$ cat config.mk
export PLATFORM = sky130hd
export DESIGN_NAME = prom_word_reader
export DESIGN_NICKNAME = d
export VERILOG_FILES = /design/src/rtl/prom_pkg.sv /design/src/rtl/prom_word_reader.sv
export SDC_FILE = /design/constraint.sdc
export NUM_CORES = 1
export LEC_CHECK = 0
export ABC_AREA = 1
export BUFFER_PORTS_ARGS = -buffer_cell sky130_fd_sc_hd__buf_2
export CAP_MARGIN = 20
export CORE_MARGIN = 2
export CORE_UTILIZATION = 30
export DETAILED_ROUTE_END_ITERATION = 6
export GPL_TIMING_DRIVEN = 0
export SETUP_SLACK_MARGIN = 0.05
export SLEW_MARGIN = 40
export SYNTH_ARGS = -nofsm -noshare
export SYNTH_HDL_FRONTEND = slang
export SYNTH_SLANG_ARGS = --single-unit
$ cat constraint.sdc
create_clock -name clk -period 2.4 [get_ports clk]
set_input_delay 0.12 -clock clk [delete_from_list [all_inputs] [get_ports clk]]
set_output_delay 0.12 -clock clk [all_outputs]
set_load 0.01 [all_outputs]
$ cat src/rtl/prom_pkg.sv
// Constants and types shared by the PROM reader, the PROM writer and the AXI PROM slave.
package prom_pkg;

   localparam int PROM_ADDR_W     = 15;
   localparam int PROM_BANK_BYTES = 4096;
   localparam int PROM_BYTES      = 5 * PROM_BANK_BYTES;

   typedef enum logic [1:0] {
      IDLE  = 2'd0,
      ISSUE = 2'd1,
      DRAIN = 2'd2,
      RESP  = 2'd3
   } prom_rd_state_t;

   // True when a 4-byte word starting at addr lies entirely inside the populated PROM.
   function automatic logic prom_word_in_range(input logic [PROM_ADDR_W-1:0] addr);
      return ({{(32-PROM_ADDR_W){1'b0}}, addr} <= 32'(PROM_BYTES - 4));
   endfunction

endpackage

$ cat src/rtl/prom_word_reader.sv
// Word reader on the PROM's byte-wide read port: four sequential byte reads, little-endian
// assembly, range-checked so no access is made beyond the last populated byte.
//
// state | meaning
// IDLE  | waiting for a request, req_ready high
// ISSUE | byte read k=0..3 on the PROM port, capturing the byte of read k-1
// DRAIN | capturing the byte of the last read into lane 3
// RESP  | holding the response until the consumer takes it
module prom_word_reader
   import prom_pkg::*;
#(
   parameter int ADDR_W    = PROM_ADDR_W,
   parameter int MEM_BYTES = PROM_BYTES
) (
   input  logic              clk,
   input  logic              rst,
   input  logic              req_valid,
   output logic              req_ready,
   input  logic [ADDR_W-1:0] req_addr,
   output logic              resp_valid,
   input  logic              resp_ready,
   output logic [31:0]       resp_data,
   output logic              resp_err,
   output logic              mem_en,
   output logic              mem_we,
   output logic [ADDR_W-1:0] mem_addr,
   input  logic [7:0]        mem_din
);

   localparam logic [31:0] LAST_WORD_ADDR = 32'(MEM_BYTES - 4);

   prom_rd_state_t    state_q, state_d;
   logic [1:0]        cnt_q, cnt_d;
   logic [ADDR_W-1:0] addr_q, addr_d;
   logic [31:0]       lane_q, lane_d;
   logic              resp_valid_q, resp_valid_d;
   logic              resp_err_q, resp_err_d;
   logic              mem_en_q, mem_en_d;
   logic [ADDR_W-1:0] mem_addr_q, mem_addr_d;
   logic              accept;
   logic              out_of_range;

   assign req_ready    = (state_q == IDLE);
   assign accept       = req_valid && req_ready;
   assign out_of_range = ({{(32-ADDR_W){1'b0}}, req_addr} > LAST_WORD_ADDR);

   always_comb begin
      state_d    = state_q;
      cnt_d      = cnt_q;
      addr_d     = addr_q;
      lane_d     = lane_q;
      resp_err_d = resp_err_q;

      unique case (state_q)
         IDLE: begin
            if (accept) begin
               addr_d = req_addr;
               cnt_d  = 2'd0;
               lane_d = '0;
               if (out_of_range) begin
                  resp_err_d = 1'b1;
                  state_d    = RESP;
               end else begin
                  resp_err_d = 1'b0;
                  state_d    = ISSUE;
               end
            end
         end
         ISSUE: begin
            // mem_din lags the issue by one cycle, so this cycle holds the byte of read k-1.
            if (cnt_q != 2'd0) begin
               lane_d[{cnt_q - 2'd1, 3'b000} +: 8] = mem_din;
            end
            cnt_d = cnt_q + 2'd1;
            if (cnt_q == 2'd3) begin
               state_d = DRAIN;
            end
         end
         DRAIN: begin
            lane_d[31:24] = mem_din;
            state_d       = RESP;
         end
         RESP: begin
            if (resp_ready) begin
               state_d = IDLE;
            end
         end
         default: state_d = IDLE;
      endcase

      // Outputs are precomputed from the next state so they leave the block registered.
      resp_valid_d = (state_d == RESP);
      mem_en_d     = (state_d == ISSUE);
      mem_addr_d   = mem_en_d ? (addr_d + ADDR_W'(cnt_d)) : '0;
   end

   always_ff @(posedge clk) begin
      if (rst) begin
         state_q      <= IDLE;
         cnt_q        <= 2'd0;
         addr_q       <= '0;
         lane_q       <= '0;
         resp_valid_q <= 1'b0;
         resp_err_q   <= 1'b0;
         mem_en_q     <= 1'b0;
         mem_addr_q   <= '0;
      end else begin
         state_q      <= state_d;
         cnt_q        <= cnt_d;
         addr_q       <= addr_d;
         lane_q       <= lane_d;
         resp_valid_q <= resp_valid_d;
         resp_err_q   <= resp_err_d;
         mem_en_q     <= mem_en_d;
         mem_addr_q   <= mem_addr_d;
      end
   end

   assign resp_valid = resp_valid_q;
   assign resp_data  = lane_q;
   assign resp_err   = resp_err_q;
   assign mem_en     = mem_en_q;
   assign mem_we     = 1'b0;
   assign mem_addr   = mem_addr_q;

endmodule

Yosys cells after proc, flatten, opt, wreduce, memory -nomap -nowiden
Cells that the tools add are included.
Widths: inputs -> output; s select.
{"block": "classes", "addsub": 4, "magnitude_cmp": 1, "n_eq_ne": 8, "shifts": 2, "mux": 15, "n_bitwise": 1, "n_reduce_logical": 9}
{"operator": "$mux 32", "n": 2}
{"operator": "$pmux 24 s2", "n": 1}
{"operator": "$bwmux 32", "n": 1}
{"operator": "$shift 8x7->32 const A", "n": 1}
{"operator": "$shiftx 8x7->32", "n": 1}
{"operator": "$mux 15", "n": 2}
{"operator": "$pmux 8 s3", "n": 1}
{"operator": "$add 15x2->15", "n": 1}
{"operator": "$gt 15x15->1 const B", "n": 1}
{"operator": "$mux 2", "n": 5}
{"operator": "$eq 2x2->1 const B", "n": 4}
{"operator": "$pmux 2 s4", "n": 1}
{"operator": "$neg 5->7", "n": 1}
{"operator": "$reduce_and 3->1", "n": 2}
{"operator": "$eq 2x1->1 const B", "n": 2}
{"operator": "$pmux 2 s2", "n": 1}
{"operator": "$reduce_bool 2->1", "n": 2}
{"operator": "$reduce_bool 3->1", "n": 1}
{"operator": "$add 2x1->2 const B", "n": 1}
{"operator": "$logic_not 2->1", "n": 1}
{"operator": "$ne 2x1->1 const B", "n": 1}
{"operator": "$ne 2x2->1 const B", "n": 1}
{"operator": "$reduce_and 2->1", "n": 1}
{"operator": "$reduce_or 2->1", "n": 1}
{"operator": "other kinds (4)", "n": 4}
{"block": "totals", "reg_bits": 69, "elab_cells": 49}

Depth between registers and ports, before layout
Gate-level depths: netlist (run 1).
{"block": "depth", "ltp_word": 7, "ltp_mapped": 17, "depth_no_buf": 17}

Worst setup path after synthesis (run 1)
Ideal clock, no wire load.
{"block": "synth_path", "path_type": "register -> register", "from": "reg state_q[1]", "to": "reg mem_addr_q[12], in the netlist mem_addr[12]", "arrival_ns": 2.405, "required_time_ns": 2.291, "slack_ns": -0.114, "path_stages_with_launch": 17, "path_cell_list": "dfxtp_1 -> inv_1 -> ha_1 -> buf_4 -> nor2_2 -> nor2_1 -> inv_1 -> a21oi_1 -> inv_1 -> ha_1 -> fa_1 -> nand3_2 -> inv_2 -> nand4_1 -> nand2_1 -> nand2_1 -> inv_1"}
{"block": "synth_between", "word_cells_on_any_way": 17, "classes_between": "add/sub (1); eq/ne (4); mux (8); bitwise (1); reduce/logical (3)"}
{"item": "start, declared", "line": "prom_word_reader.sv:32", "source": "prom_rd_state_t state_q, state_d;"}
{"item": "start signal, assigned", "line": "prom_word_reader.sv:108", "source": "state_q <= state_d;"}
{"item": "$logic_not 2->1 *", "line": "prom_word_reader.sv:43", "source": "assign req_ready = (state_q == IDLE);"}
{"item": "net req_ready", "line": "prom_word_reader.sv:18", "source": "output logic req_ready,"}
{"item": "$logic_and 1x1->1", "line": "prom_word_reader.sv:44", "source": "assign accept = req_valid && req_ready;"}
{"item": "$mux 2", "line": "prom_word_reader.sv:56", "source": "if (accept) begin"}
{"item": "$pmux 2 s2 *", "line": "prom_word_reader.sv:54", "source": "unique case (state_q)"}
{"item": "net cnt_d[0]", "line": "prom_word_reader.sv:33", "source": "logic [1:0] cnt_q, cnt_d;"}
{"item": "$add 15x2->15 *", "line": "prom_word_reader.sv:94", "source": "mem_addr_d = mem_en_d ? (addr_d + ADDR_W'(cnt_d)) : '0;"}
{"item": "end signal, assigned", "line": "prom_word_reader.sv:115", "source": "mem_addr_q <= mem_addr_d;"}
{"item": "end, declared", "line": "prom_word_reader.sv:39", "source": "logic [ADDR_W-1:0] mem_addr_q, mem_addr_d;"}
Mark *: on every way through the listed nets, which the timed path passes. The rest lies on a longest branch.
A chain may end at the register's enable or synchronous reset.

Worst setup path after layout (run 1)
{"block": "layout_path", "from": "reg state_q[0]", "to": "reg mem_addr_q[12], in the netlist mem_addr[12]"}
{"block": "layout_between", "word_cells_on_any_way": 17, "classes_between": "add/sub (1); eq/ne (4); mux (8); bitwise (1); reduce/logical (3)"}
{"item": "$logic_not 2->1", "line": "prom_word_reader.sv:43, prom_word_reader.sv:54"}
{"item": "$logic_and 1x1->1", "line": "prom_word_reader.sv:44"}
{"item": "$mux 2", "line": "prom_word_reader.sv:56"}
{"item": "$pmux 2 s2 *", "line": "prom_word_reader.sv:54"}
{"item": "net cnt_d[0]", "line": "prom_word_reader.sv:33"}
{"item": "$add 15x2->15 *", "line": "prom_word_reader.sv:94"}
Marks and branches as above.

==> metrics.cfg, run 1 <==
[min_path]
min-delay-start=req_addr[2]
hp-class=in2reg
whs_path_depth=3
hold_end=addr_q[2]$_SDFF_PP0_

[layout]
final_cell_mix=79 x buf_2, 78 x nand2_1, 66 x dfxtp_1
layout_commonest_cell=buf_2
nFillCells=1169
stdcell_count=718
num_antenna_cells=0
layout-drive-gt1-share_pct=32.0
area_delta_synth_final_pct=30.7
utilization_pct=40.0
nets=610

[logic_synthesis]
yosysUniqueCellTypes=34
ys_warn_count=0
synthesis.area_sq_um=3500
netlist_instances=468
synth_seq_cells=69
synth_area_per_cell_sq_um=7.47
ys_top_cells_by_area=dfxtp_1 39%, nand2_1 8.6%, inv_1 7.0%
yosysTopAreaCell=dfxtp_1
async_flop_share_pct=0
synth_edf_count=0
ys_seq_area_share_pct=39.5
ys.flop_type=dfxtp_1
synth_top_area_share_pct=39.5
synth.net_count=508

[drt]
drtIter0Drc=145
drc_errors=0
routed-via-count=3385
routed_wl_um=9300
viasPerCell=4.71
wire_per_inst_um=12.9
drt-pass1-iter-count=7
antenna_left=0

[floorplanning]
ios=79
rows=39
die_width_um=112
die-area_sq_um=12500
die_h_um=112
coreArea_sq_um=11400
start_util_pct=30.6

[global_routing]
grt_usage_pct=14.9
antenna_found_initial=0
grt-ovfl-total=0
grt_pass1_vias=3177
grt_pass1_wl_um=15000
grt_max_degree=12

[setup_path]
critPathArrivalTime_ns=2.46
end_kind=flop
r2r_start=state_q[0]$_SDFF_PP0_
path_cells=inv_4 > ha_4 > buf_8 > nor2_4 > nor2_2 > inv_1 > a21oi_2 > inv_2 > ha_4 > fa_2 > nand3_4 > inv_4 > nand4_1 > nand2_2 > nand2_1 > inv_1
cp_max_fo=5
worstRegToRegCells=16
r2r_slack_ns=0.17
crit_slowest_cell=fa_2
worst-setup-path-type=reg2reg
slowest_delay_ns=0.42
path_buf_inv=6
cp_top_family=adder cells
cp_data_required_time_ns=2.63
reg2reg_to=mem_addr[12]$_SDFF_PP0_
worstSetupStartpointType=flop

[cts]
cts.sinks=69
clk_pin_slew_worst_paths_ns=0.05
cts_buffer_depth=2
cts_tree=yes
clk-insertion-delay-late_ns=0.33
root_buffer=clkbuf_16
hold_buffers=0
htreeDepth=3
numCtsBuffers=9

[pwr]
ir_drop_uv=599
power_w=0.00574
p_leak_nw=2.28
p_per_area_nw_per_um2=1260

[flow_run]
maxCapViolCount=0

[timing]
hold-worst-slack_ns=0.143
maxSlewHeadroom_pct=62.7
fin_crit_ns=2.23
slew_viol_final=0
finalSetupTns_ns=0
setup_viol=0
max_slew.worst_pin.slew_ns=0.559
hold_viol_final=0
max_freq_ghz=0.449
skew_ns=0.00388
post-route-period-util_pct=92.9
rsz0062_at_grt=true

[placed_design]
hpwl_um=7040
io_buffers=76
place.gp.congestion=0.839
numPlacedInstances=687

[status]
status=finished clean

state kept, by name (all words and copies together) (netlist names):
name / count
addr_q: 15
cnt_q: 2
mem_addr: 15
mem_en: 1
resp_data: 32
resp_err: 1
resp_valid: 1
state_q: 2
kinds of logic (layout without fill, tap and decap cells):
kind of cell / count (synthesis) / in the layout / synth area share [%]
XOR/XNOR: 2 / 2 / 0.501
AND/OR/NAND/NOR: 190 / 190 / 25.3
AO/OA/AOI/OAI: 105 / 105 / 18.9
other: 1 / 1 / 0.107
adder cells (fa/ha/maj): 13 / 13 / 4.87
flip-flops: 69 / 69 / 39.5
buffers and inverters: 88 / 195 / 10.8
how the worst max path moves through the flow:
stage	start	to	slack (ns)	cells past startpoint
floorplan	state_q[0]$_SDFF_PP0_	mem_addr[12]$_SDFF_PP0_	0.08	16
global placement	state_q[1]$_SDFF_PP0_	mem_addr[13]$_SDFF_PP0_	-0.20	15
detailed placement	state_q[1]$_SDFF_PP0_	mem_addr[13]$_SDFF_PP0_	-0.29	15
CTS	state_q[1]$_SDFF_PP0_	mem_addr[12]$_SDFF_PP0_	0.02	17
global route	state_q[0]$_SDFF_PP0_	mem_addr[12]$_SDFF_PP0_	-0.009	16
finish	state_q[0]$_SDFF_PP0_	mem_addr[12]$_SDFF_PP0_	0.17	16
power by group:
group	switching [W]	internal, W	total (W)	leakage, nW
registers	0.000162	0.00149	0.00165	0.566
logic	0.00169	0.00111	0.00280	1.57
clock network	0.000474	0.000824	0.00130	0.149
area by class of cell:
class | count | area, sq um | area share [%]
Inverter | 71 | 274 | 6.00
Multi-Input combinational cell | 311 | 1810 | 39.7
Clock inverter | 5 | 50.0 | 1.10
Sequential cell | 69 | 1390 | 30.5
Timing Repair Buffer | 91 | 493 | 10.8
Buffer | 17 | 124 | 2.71
Clock buffer | 11 | 243 | 5.31
Tap cell | 143 | 179 | 3.92
cells in the mapped netlist, drive strengths merged (4+ instances only):
cell and instances:
o22ai 8, clkbuf 6, nand3 27, buf 11, o21ai 42, nor2 60, nand2 97, nand4 4
inv 70, o211a 16, a21oi 36, dfxtp 69, ha 12
worst register-to-register path, delay by kind of cell (launching register included):
family	cells	cell delay [ns]
AOI/OAI and AO/OA	1	0.17
adders and majority gates	3	0.74
buffers and inverters	6	0.40
DFF	1	0.36
and+or+nand+nor	6	0.45
what timing repair did:
item	4_1_cts	5_1_grt
pin swaps	2	9
endpoints found under the hold margin	0	0
buffers inserted	7	8
gates resized for setup	11	21
endpoints found under the setup margin	13	13
per-layer routing:
metal  global-route usage (%)  routed length [um]  vias up
met5                        0                   0        -
met4                     5.45                 179        0
met3                     3.97                 480       16
met2                     24.6                4320       97
met1                     18.9                4320     1560
li1                         -                   -     1712
stage by stage:
step           instance area, sq um  setup WS (ns)
5_1_grt                        4570       -0.00914
3_5_place_dp                   4070         -0.292
4_1_cts                        4440         0.0171
3_3_place_gp                   4070         -0.205
6_report                       4570          0.171
2_1_floorplan                  3510         0.0803
Power figures use the tool's default switching activity.
==> run 2: changes to the inputs <==
--- a/config.mk
+++ b/config.mk
@@ -14,4 +14,5 @@
 export GPL_TIMING_DRIVEN = 0
 export SETUP_SLACK_MARGIN = 0.05
+export SKIP_LAST_GASP = 1
 export SLEW_MARGIN = 40
 export SYNTH_ARGS = -nofsm -noshare
==> constraint.sdc (replaced) <==
create_clock -name clk -period 2.4 [get_ports clk]
set_input_delay 0.12 -clock clk [delete_from_list [all_inputs] [get_ports clk]]
set_output_delay 0.12 -clock clk [all_outputs]
set_load 0.1 [all_outputs]
==> run 2 against run 1 <==
Compared with the run above: sequential share of layout area hardly changed; register-to-register slack hardly changed; hold slack worse by 0.0093 ns; worst setup slack better by 0.00084 ns; wire length is 1.2% lower; flip-flop and latch count stayed put; clock-buffer cell count stayed put; critical path depth stayed put.
==> metrics.cfg, run 2 (synthesis gave the netlist of run 1 again) <==
[timing]
hold_viol_final=0  ; unchanged
setup_viol=0  ; unchanged
post-route-period-util_pct=92.8  ; about the same
max_freq_ghz=0.449  ; about the same
maxSlewHeadroom_pct=57.4  ; -5.3 points
max_slew.worst_pin.slew_ns=0.639  ; +0.0798 ns
slew_viol_final=0  ; unchanged
fin_crit_ns=2.23  ; -0.000844 ns
skew_ns=0.00330  ; -0.000572 ns
rsz0062_at_grt=true

[global_routing]
grt-ovfl-total=0  ; unchanged
grt_max_degree=12  ; unchanged
grt_pass1_wl_um=14900  ; -0.55%
grt_usage_pct=14.8  ; -0.099 points
antenna_found_initial=0  ; unchanged
grt_pass1_vias=3209  ; +1.0%

[cts]
htreeDepth=3  ; unchanged
numCtsBuffers=9  ; unchanged
clk_pin_slew_worst_paths_ns=0.05  ; about the same
cts.sinks=69  ; unchanged
cts_tree=yes
root_buffer=clkbuf_16
cts_buffer_depth=2  ; unchanged
clk-insertion-delay-late_ns=0.33  ; about the same
hold_buffers=0  ; unchanged

[setup_path]
startpoint=state_q[1]$_SDFF_PP0_
worstSetupStartpointType=flop
critPathArrivalTime_ns=2.46  ; about the same
end_kind=flop
cp_max_fo=5  ; unchanged
worst-setup-path-type=reg2reg
worstRegToRegCells=16  ; unchanged
r2r_start=state_q[1]$_SDFF_PP0_
cp_data_required_time_ns=2.63  ; about the same

[layout]
stdcell_count=713  ; -0.70%
layout-drive-gt1-share_pct=31.2  ; -0.77 points
num_antenna_cells=0  ; unchanged
final_cell_mix=80 x nand2_1, 79 x buf_2, 66 x dfxtp_1
utilization_pct=39.9  ; -0.077 points
area_delta_synth_final_pct=30.4
nets=605  ; -0.82%
largest_reg_flops=32  ; unchanged
layout_commonest_cell=nand2_1

[min_path]
hp-class=in2reg
min-delay-start=req_addr[2]
whs_path_depth=3  ; unchanged

[drt]
antenna_left=0  ; unchanged
drt-pass1-iter-count=5  ; -2
wire_per_inst_um=12.9  ; -0.51%
routed_wl_um=9190  ; -1.2%
routed-via-count=3329  ; -1.7%
viasPerCell=4.67  ; -0.96%
drtIter0Drc=160  ; +10%
drc_errors=0  ; unchanged

[floorplanning]
die_h_um=112  ; unchanged
rows=39  ; unchanged
coreArea_sq_um=11400  ; unchanged
die-area_sq_um=12500  ; unchanged
die_width_um=112  ; unchanged
start_util_pct=30.6  ; unchanged
ios=79  ; unchanged

[placed_design]
hpwl_um=7020  ; -0.26%
place.gp.congestion=0.862  ; +2.8%
io_buffers=76  ; unchanged
numPlacedInstances=687  ; unchanged

[status]
status=finished clean

[flow_run]
maxCapViolCount=0  ; unchanged

==> run 2: final cells by class <==
cell class | instances | area [sq um]
sequential | 69 | 1390
multi-input combinational | 311 | 1830
tap | 143 | 179
timing repair buffer | 86 | 455
fill | 1204 | 6860
clock buffer | 11 | 233
clock inverter | 5 | 75.1
inverter | 71 | 277
buffer | 17 | 124
==> run 2: metal layers <==
metal / vias to the layer above / global-route usage [%] / part of all wire (%)
met5: - / 0 / 0
met4: 0 / 4.96 / 2.0
met3: 15 / 4.03 / 5.6
met2: 96 / 25.0 / 47
met1: 1520 / 18.4 / 46
li1: 1698 / - / -
==> run 2: timing repair <==
action                                  4_1_cts  5_1_grt
pin swaps                                     0        9
gates resized for setup                       3       25
setup buffers                                 3        7
endpoints found under the setup margin       12       11
==> run 2: per-stage QoR <==
stage               setup TNS [ns]  hold slack (ns)  worst slack, ns  area [sq um]
floorplan                 -0.00490            0.315         -0.00490          3530
global placement             -1.13            0.430           -0.180          4090
detailed placement           -1.96            0.438           -0.257          4090
CTS                              0            0.119          0.00763          4420
global route                     0            0.179           0.0161          4560
finish                           0            0.134            0.172          4560
==> run 2: path summary, 6_finish.rpt <==
path | end | slack (ns)
max | mem_addr[12]$_SDFF_PP0_ | 0.17
min | addr_q[2]$_SDFF_PP0_ | 0.13
max reg2reg | mem_addr[12]$_SDFF_PP0_ | 0.17
min reg2reg | resp_data[6]$_SDFFE_PP0P_ | 0.44
==> run 2: worst max-delay path: stages (launching register included) <==
cell	delay [ns]
dfxtp_4	0.37
inv_6	0.08
ha_4	0.16
buf_8	0.10
nor2_4	0.04
nor2_4	0.12
inv_2	0.05
a21oi_4	0.15
inv_2	0.06
ha_4	0.16
fa_2	0.41
nand3_4	0.11
inv_4	0.06
nand4_1	0.09
nand2_1	0.06
nand2_1	0.07
inv_1	0.04
Power of run 2 is not shown: default switching activity piles up to over one toggle a cycle in this logic, so the estimate is an artifact.
